`config.mk`:
```
export PLATFORM = sky130hd
export DESIGN_NAME = mul_share_arbiter
export DESIGN_NICKNAME = d
export VERILOG_FILES = /design/src/rtl/mul_share_arbiter.sv
export SDC_FILE = /design/constraint.sdc
export NUM_CORES = 1
export LEC_CHECK = 0
export BUFFER_PORTS_ARGS = -buffer_cell sky130_fd_sc_hd__buf_2
export CAP_MARGIN = 0
export CORE_UTILIZATION = 45
export DETAILED_ROUTE_END_ITERATION = 10
export GPL_TIMING_DRIVEN = 1
export PLACE_DENSITY_LB_ADDON = 0.08
export SLEW_MARGIN = 40
export SYNTH_ARGS = -nofsm -noshare
export SYNTH_HDL_FRONTEND = slang
export SYNTH_SLANG_ARGS = --single-unit
```
`constraint.sdc`:
```
create_clock -name clk -period 7.1 [get_ports clk]
set_input_delay 1.42 -clock clk [delete_from_list [all_inputs] [get_ports clk]]
set_output_delay 1.42 -clock clk [all_outputs]
set_load 0.005 [all_outputs]
```
`src/rtl/mul_share_arbiter.sv`:
```
// Two-requester arbiter sharing a single 16x16 unsigned multiplier, one transaction in flight.
// Define MUL_RR_EN for round-robin arbitration; otherwise requester 0 has fixed priority.

module multiplier_16_bit (
    input  logic [15:0] a_i,
    input  logic [15:0] b_i,
    output logic [31:0] product_o
);
    assign product_o = 32'(a_i) * 32'(b_i);
endmodule

module mul_share_arbiter #(
    parameter int unsigned WIDTH = 16
) (
    input  logic               clk,
    input  logic               rst_n,
    input  logic               req0_valid,
    input  logic [WIDTH-1:0]   req0_a,
    input  logic [WIDTH-1:0]   req0_b,
    output logic               req0_ready,
    input  logic               req1_valid,
    input  logic [WIDTH-1:0]   req1_a,
    input  logic [WIDTH-1:0]   req1_b,
    output logic               req1_ready,
    output logic               res0_valid,
    output logic [2*WIDTH-1:0] res0_data,
    input  logic               res0_ready,
    output logic               res1_valid,
    output logic [2*WIDTH-1:0] res1_data,
    input  logic               res1_ready,
    output logic               busy,
    output logic               gnt_id
);

    typedef enum logic [1:0] {StIdle, StMul, StResp} state_e;

    state_e             state_q, state_d;
    logic [WIDTH-1:0]   a_q, a_d, b_q, b_d;
    logic [2*WIDTH-1:0] res_q, res_d;
    logic               gnt_q, gnt_d;
    logic               res0_valid_q, res0_valid_d;
    logic               res1_valid_q, res1_valid_d;
    logic [31:0]        product;
    logic               grant_sel;
    logic               accept0, accept1;

    multiplier_16_bit u_mul (
        .a_i       (a_q),
        .b_i       (b_q),
        .product_o (product)
    );

`ifdef MUL_RR_EN
    logic last_grant_q, last_grant_d;

    // On contention the requester not served last wins.
    always_comb begin
        if (req0_valid && req1_valid) begin
            grant_sel = ~last_grant_q;
        end else begin
            grant_sel = ~req0_valid;
        end
    end

    always_comb begin
        last_grant_d = last_grant_q;
        if (accept0 || accept1) begin
            last_grant_d = accept1;
        end
    end

    always_ff @(posedge clk or negedge rst_n) begin
        if (!rst_n) begin
            last_grant_q <= 1'b1;
        end else begin
            last_grant_q <= last_grant_d;
        end
    end
`else
    always_comb begin
        grant_sel = ~req0_valid;
    end
`endif

    always_comb begin
        accept0 = (state_q == StIdle) && req0_valid && !grant_sel;
        accept1 = (state_q == StIdle) && req1_valid && grant_sel;
    end

    always_comb begin
        state_d      = state_q;
        a_d          = a_q;
        b_d          = b_q;
        gnt_d        = gnt_q;
        res_d        = res_q;
        res0_valid_d = res0_valid_q;
        res1_valid_d = res1_valid_q;
        case (state_q)
            StIdle: begin
                if (accept0 || accept1) begin
                    a_d     = accept1 ? req1_a : req0_a;
                    b_d     = accept1 ? req1_b : req0_b;
                    gnt_d   = accept1;
                    state_d = StMul;
                end
            end
            StMul: begin
                res_d        = product;
                res0_valid_d = !gnt_q;
                res1_valid_d = gnt_q;
                state_d      = StResp;
            end
            StResp: begin
                // Only the owner's ready completes the handshake.
                if (gnt_q ? res1_ready : res0_ready) begin
                    res0_valid_d = 1'b0;
                    res1_valid_d = 1'b0;
                    state_d      = StIdle;
                end
            end
            default: begin
                state_d      = StIdle;
                res0_valid_d = 1'b0;
                res1_valid_d = 1'b0;
            end
        endcase
    end

    always_ff @(posedge clk or negedge rst_n) begin
        if (!rst_n) begin
            state_q      <= StIdle;
            a_q          <= '0;
            b_q          <= '0;
            gnt_q        <= 1'b0;
            res_q        <= '0;
            res0_valid_q <= 1'b0;
            res1_valid_q <= 1'b0;
        end else begin
            state_q      <= state_d;
            a_q          <= a_d;
            b_q          <= b_d;
            gnt_q        <= gnt_d;
            res_q        <= res_d;
            res0_valid_q <= res0_valid_d;
            res1_valid_q <= res1_valid_d;
        end
    end

    always_comb begin
        req0_ready = accept0;
        req1_ready = accept1;
        res0_valid = res0_valid_q;
        res1_valid = res1_valid_q;
        res0_data  = gnt_q ? '0 : res_q;
        res1_data  = gnt_q ? res_q : '0;
        busy       = (state_q != StIdle);
        gnt_id     = gnt_q;
    end

endmodule

```
* Word-level counts from Yosys, hierarchy flattened
Index checks and enable logic that the tools add are counted.
** Word-level totals
- Bits of input ports :: 70
- Word-level logic and storage cells :: 36
- Output and inout port bits :: 70
- Register bits after elaboration :: 69
** Operators by class
- Mux-type cells :: 11
- Reductions and logical operators :: 11
- $mul :: 1
- Bitwise gates (word level) :: 2
- Equality and inequality tests :: 4
** Operators with widths (number)
- $mux 32 :: 2
- $mul 16x16->32 :: 1
- $mux 16 :: 2
- $pmux 1 s3 :: 2
- $pmux 2 s3 :: 1
- $reduce_and 2->1 :: 3
- $logic_and 1x1->1 :: 4
- $mux 2 :: 2
- $eq 2x1->1 const B :: 1
- $eq 2x2->1 const B :: 1
- $logic_not 2->1 :: 1
- $mux 1 :: 2
- $ne 2x1->1 const B :: 1
- $ne 2x2->1 const B :: 1
- $not 1->1 :: 2
- $reduce_bool 2->1 :: 1
- $logic_not 1->1 :: 1
- $logic_or 1x1->1 :: 1

* Depth between registers and ports, before layout
- Depth after elaboration :: 6
- Gate-level depth with buffers :: 23
- Mapped depth without buffers :: 20

* Hierarchy
A second synthesis with hierarchy kept.
** Second synthesis, totals
- Cell total of the unflattened synthesis :: 1350
- Area, all modules :: 12341.8 um^2
** Modules (own cells, without submodules)
- multiplier_16_bit :: cells each 1002, area each 8619.5 um^2, instances 1, seq. area each 0.0 um^2
- mul_share_arbiter :: cells each 348, area each 3722.3 um^2, instances 1, seq. area each 1726.7 um^2

* Least setup slack after synthesis
OpenSTA, ideal clock, no wires.
- Path kind :: register -> register
- Start point :: reg b_q[7]
- End point :: reg res_q[29]
- Required time :: 6973 ps
- Arrival :: 5628 ps
- Clock period less this slack :: 5755 ps
- Setup slack :: 1345 ps
- Buffers on the path :: 3
- Library setup time :: 127 ps
- Stages on the path, launching flop included :: 24
- Path through :: dfrtp_1 > clkbuf_1 > clkbuf_1 > nand2_1 > fa_1 > inv_1 > fa_1 > inv_1 > fa_1 > inv_1 > fa_1 > fa_1 > inv_1 > fa_1 > inv_1 > ha_1 > buf_6 > a211oi_2 > o211ai_2 > a32oi_2 > o211ai_1 > a31oi_1 > mux2i_1 > nand3_1
** Between the ends
- Longest elaborated chain between the ends :: 1
** RTL lines
- from (decl) :: line 38 : logic [WIDTH-1:0] a_q, a_d, b_q, b_d;
- from (signal assigned) :: line 133 : b_q <= '0;
- from (signal assigned) :: line 141 : b_q <= b_d;
- $mul 16x16->32 :: line 9 : assign product_o = 32'(a_i) * 32'(b_i);
- to (signal assigned) :: line 143 : res_q <= res_d;
- to (decl) :: line 39 : logic [2*WIDTH-1:0] res_q, res_d;
Every way passes these cells.
A chain may end at the register's enable or synchronous reset.

* Worst setup path in the final report
Same ends and word-level chain as after synthesis.

==> results.rst <==
.. list-table::
   :header-rows: 1

   * - Metric
     - Value
   * - Type of element launching the critical path
     - flip-flop
   * - Post-Syn Area per Cell
     - 8.80 sq um
   * - Slew Viols, Final
     - 0
   * - Antenna violations before repair
     - 0
   * - Gr ovfl total
     - 0
   * - Synthesis-stage register bit count
     - 69
   * - All-layer global routing usage
     - 24.8%
   * - Die Area
     - 0.0272 sq mm
   * - Cell count after synthesis
     - 1356
   * - Slowest stage cell on the critical path
     - sky130_fd_sc_hd__dfrtp_1
   * - Hold-fix buffers at CTS
     - 0
   * - Number of buffers inserted by post-CTS setup repair
     - 0
   * - Maximum cell stage delay along the critical path
     - 0.91 ns
   * - Run status
     - completed
   * - Syn nets
     - roughly 1700
   * - CTS Root Buffer Type
     - sky130_fd_sc_hd__clkbuf_16
   * - Async SR Flop Fraction
     - 100%
   * - Fin Hold WS
     - 0.478 ns
   * - Reg2reg path depth
     - 20
   * - Cell area reported after detailed placement
     - 0.0129 sq mm
   * - Post-Synth Simple-Gate Area
     - 19.6%
   * - Core area
     - 0.0261 sq mm
   * - CTS Buf Count
     - 9
   * - Post-cts repair resize count
     - 0
   * - Largest delay contributor family on the critical path
     - adder cells
   * - Cell types with the highest counts after synthesis
     - 233 x sky130_fd_sc_hd__inv_1, 223 x sky130_fd_sc_hd__nand2_1, 194 x sky130_fd_sc_hd__fa_1
   * - Maximum fanout along the worst path
     - 17
   * - Fin Clk Skew
     - ~0.018 ns
   * - Worst Setup End Kind
     - flip-flop
   * - Dominant combinational cell family by area after synthesis
     - adder cells
   * - Final period utilization
     - around nine tenths
   * - Maximum capacitance violations
     - 0
   * - Wire length of the first global-routing pass
     - 50600 microns
   * - Clk Latency, worst-skew pair
     - 0.35 ns
   * - Post-detailed-route DRC marker count
     - 0
   * - Relative slew slack
     - around 41%
   * - Post-synthesis sequential area ratio
     - roughly 14%
   * - Post-layout instance area
     - 0.0132 sq mm
   * - Via count
     - 9273
   * - Iteration-0 DRC count of the detailed router
     - 384
   * - Sum of net half-perimeters after detailed placement
     - 24700 microns
   * - Final net count
     - around 1800
   * - Number of standard-cell rows in the floorplan
     - slightly below 60
   * - Die Height
     - 165 microns
   * - Cell type contributing the most total cell area after synthesis
     - sky130_fd_sc_hd__fa_1
   * - Detailed-route wire length
     - 31600 microns
   * - Layout cell share with drive strength beyond 1
     - roughly an eighth
   * - Via count of the first global-routing pass
     - 9579
   * - Share of the synthesized area in compound gates (AO/OA/AOI/OAI)
     - 10.5%
   * - Type of the worst setup path
     - reg2reg
   * - Maximum clock frequency
     - 157 MHz
   * - Main flop type after synthesis
     - sky130_fd_sc_hd__dfrtp_1
   * - Number of cells on the critical path
     - 20
   * - Clock-pin slew on the worst setup and hold paths
     - around 0.07 ns
   * - Xor and xnor fraction of the mapped netlist area
     - 1.83%
   * - Worst Max-Slew Pin Slew
     - 0.878 ns
   * - Post-Synthesis Cell Area
     - about 0.012 sq mm
   * - Area growth, synth to finish
     - 10.4%
   * - Reg-to-reg endpoint
     - res_q[29]$_DFFE_PN0N_
   * - Final setup viols
     - 0
   * - Count of TritonRoute iterations in the first routing pass
     - 6
   * - TritonCTS clock tree
     - done
   * - Reg-to-reg setup timing slack
     - around 0.74 ns
   * - Boundary pin count
     - 140
   * - CTS H-tree lvls
     - 3
   * - Cell repeated most along the worst path
     - sky130_fd_sc_hd__fa_1
   * - Mux contribution to synthesized area
     - less than 1%
   * - Worst-case clock buffer depth
     - 2
   * - Chip width
     - 165 microns
   * - Library cells used by synthesis
     - 59
   * - Cells taking the most area after synthesis
     - sky130_fd_sc_hd__fa_1 33%, sky130_fd_sc_hd__dfrtp_1 14%, sky130_fd_sc_hd__ha_1 11%
   * - Vias per cell
     - 5.21
   * - Remaining antenna violation count after routing
     - 0
   * - Port Buffer Count
     - 139
   * - CP required
     - around 7.3 ns
   * - Starting density of the core
     - 45.8%
   * - Average wire per standard cell
     - 17.8 microns
   * - Setup repair after global routing missed its margin
     - no
   * - Final-layout setup total negative slack
     - 0 ns
   * - Placer congestion estimate
     - just under 0.9
   * - Hold violation total from the final report
     - 0
   * - Synthesized-area fraction occupied by adder cells
     - 43.5%
   * - Worst setup path endpoint
     - res_q[29]$_DFFE_PN0N_
   * - Number of enable-type register cells in the synthesized netlist
     - 0
   * - Data arrival time of the worst path
     - between 6 and 7 ns
   * - Clock sink total
     - between 60 and 70
   * - Type of the tightest min-delay check
     - reg2reg
   * - Launch instance of the worst register-to-register path
     - b_q[7]$_DFFE_PN0P_
   * - Critical path buffers and inverters
     - 5
   * - Cell-by-cell trace of the critical path
     - nand2_1 > fa_1 > inv_1 > fa_1 > inv_1 > fa_1 > inv_1 > fa_1 > fa_1 > inv_1 > fa_1 > inv_1 > ha_1 > a211oi_2 > o211ai_2 > a32oi_2 > o211ai_1 > a31oi_1 > mux2i_1 > nand3_1
   * - Area share of the leading cell type in the synthesized netlist
     - roughly a third
   * - Min Tclk post-route
     - 6.36 ns
   * - Most frequent cell after synthesis
     - sky130_fd_sc_hd__inv_1
   * - Worst setup path startpoint
     - b_q[7]$_DFFE_PN0P_
   * - Worst hold stages
     - 2
   * - Maximum number of pins on one net before global-route repair
     - 71
   * - Synthesis Warnings
     - 0
[through the flow]
step / util (%) / worst slack, ns / std cells
after floorplan: - / 1.35 / 1356
after global placement: 49.2 / 0.763 / 1763
after detailed placement: 49.3 / 0.737 / 1764
after CTS: 50.5 / 0.735 / 1780
after global routing: 50.5 / 0.468 / 1780
final: 50.5 / 0.743 / 1781
[state kept, by name, summed over array words and instances, names as in the netlist]
| register | flops |
|---|---|
| gnt_id | 1 |
| state_q | 2 |
| b_q | 16 |
| res1_valid | 1 |
| res_q | 32 |
| res0_valid | 1 |
| a_q | 16 |
[kinds of logic after synthesis]
kind of cell | after synthesis
muxes | 4
xor gates and xnor gates | 25
and+or+nand+nor | 468
DFF | 69
AOI/OAI and AO/OA | 185
adders and majority gates | 298
buffers and inverters | 307
[cells in the final DEF (no fill, tap or decap), types with 3 or more instances in the layout]
cell | Yosys | final
sky130_fd_sc_hd__o21ai_1 | 11 | 10
sky130_fd_sc_hd__a31oi_1 | 6 | 6
sky130_fd_sc_hd__and3_1 | 5 | 5
sky130_fd_sc_hd__clkbuf_16 | 0 | 9
sky130_fd_sc_hd__o31ai_2 | 3 | 3
sky130_fd_sc_hd__a21oi_1 | 21 | 21
sky130_fd_sc_hd__a211oi_1 | 5 | 5
sky130_fd_sc_hd__nor2_1 | 13 | 13
sky130_fd_sc_hd__inv_1 | 233 | 233
sky130_fd_sc_hd__and2_1 | 159 | 159
sky130_fd_sc_hd__nand3_1 | 13 | 13
sky130_fd_sc_hd__fa_1 | 194 | 194
sky130_fd_sc_hd__nand2_1 | 223 | 223
sky130_fd_sc_hd__nor3_1 | 3 | 3
sky130_fd_sc_hd__buf_2 | 5 | 137
sky130_fd_sc_hd__ha_1 | 104 | 104
sky130_fd_sc_hd__a21oi_2 | 3 | 3
sky130_fd_sc_hd__o21ai_0 | 59 | 59
sky130_fd_sc_hd__a21o_1 | 14 | 14
sky130_fd_sc_hd__xor2_1 | 10 | 10
sky130_fd_sc_hd__buf_4 | 0 | 8
sky130_fd_sc_hd__o211ai_1 | 5 | 5
sky130_fd_sc_hd__dfrtp_1 | 69 | 69
sky130_fd_sc_hd__mux2i_1 | 4 | 4
sky130_fd_sc_hd__a22oi_1 | 32 | 32
sky130_fd_sc_hd__a211oi_2 | 4 | 4
sky130_fd_sc_hd__xnor2_1 | 15 | 15
sky130_fd_sc_hd__nor2b_1 | 36 | 35
[worst min-delay path: cells and delay by family (launching register included)]
| kind | cells | cell delay (ns) |
|---|---|---|
| and+or+nand+nor | 2 | 0.10 |
| DFF | 1 | 0.35 |
[metal layers]
| metal | share of wire, % | global-route usage (%) |
|---|---|---|
| met1 | 43 | 31.2 |
| met2 | 52 | 44.3 |
| met3 | 3.1 | 2.71 |
| met4 | 2.6 | 7.96 |
| met5 | 0 | 0 |
[layout make-up]
| type | instances | area [sq um] |
|---|---|---|
| fillers | 2600 | 12900 |
| inverters | 233 | 875 |
| clock inverters | 4 | 55.1 |
| flip-flops and latches | 69 | 1730 |
| well taps | 335 | 419 |
| multi-input cells | 980 | 9050 |
| diodes | 1 | 2.50 |
| clock buffers | 12 | 256 |
| repair buffers | 147 | 785 |
[how the worst min path moves through the flow]
stage	start	end	slack (ns)
finish	res_q[0]$_DFFE_PN0N_	res_q[0]$_DFFE_PN0N_	0.48
global route	res_q[1]$_DFFE_PN0N_	res_q[1]$_DFFE_PN0N_	0.52
CTS	res_q[0]$_DFFE_PN0N_	res_q[0]$_DFFE_PN0N_	0.48
detailed placement	res_q[0]$_DFFE_PN0N_	res_q[0]$_DFFE_PN0N_	0.47
global placement	res_q[0]$_DFFE_PN0N_	res_q[0]$_DFFE_PN0N_	0.47
floorplan	res_q[0]$_DFFE_PN0N_	res_q[0]$_DFFE_PN0N_	0.45
Power is not shown: default switching activity piles up to over one toggle a cycle in this logic, so the estimate is an artifact.
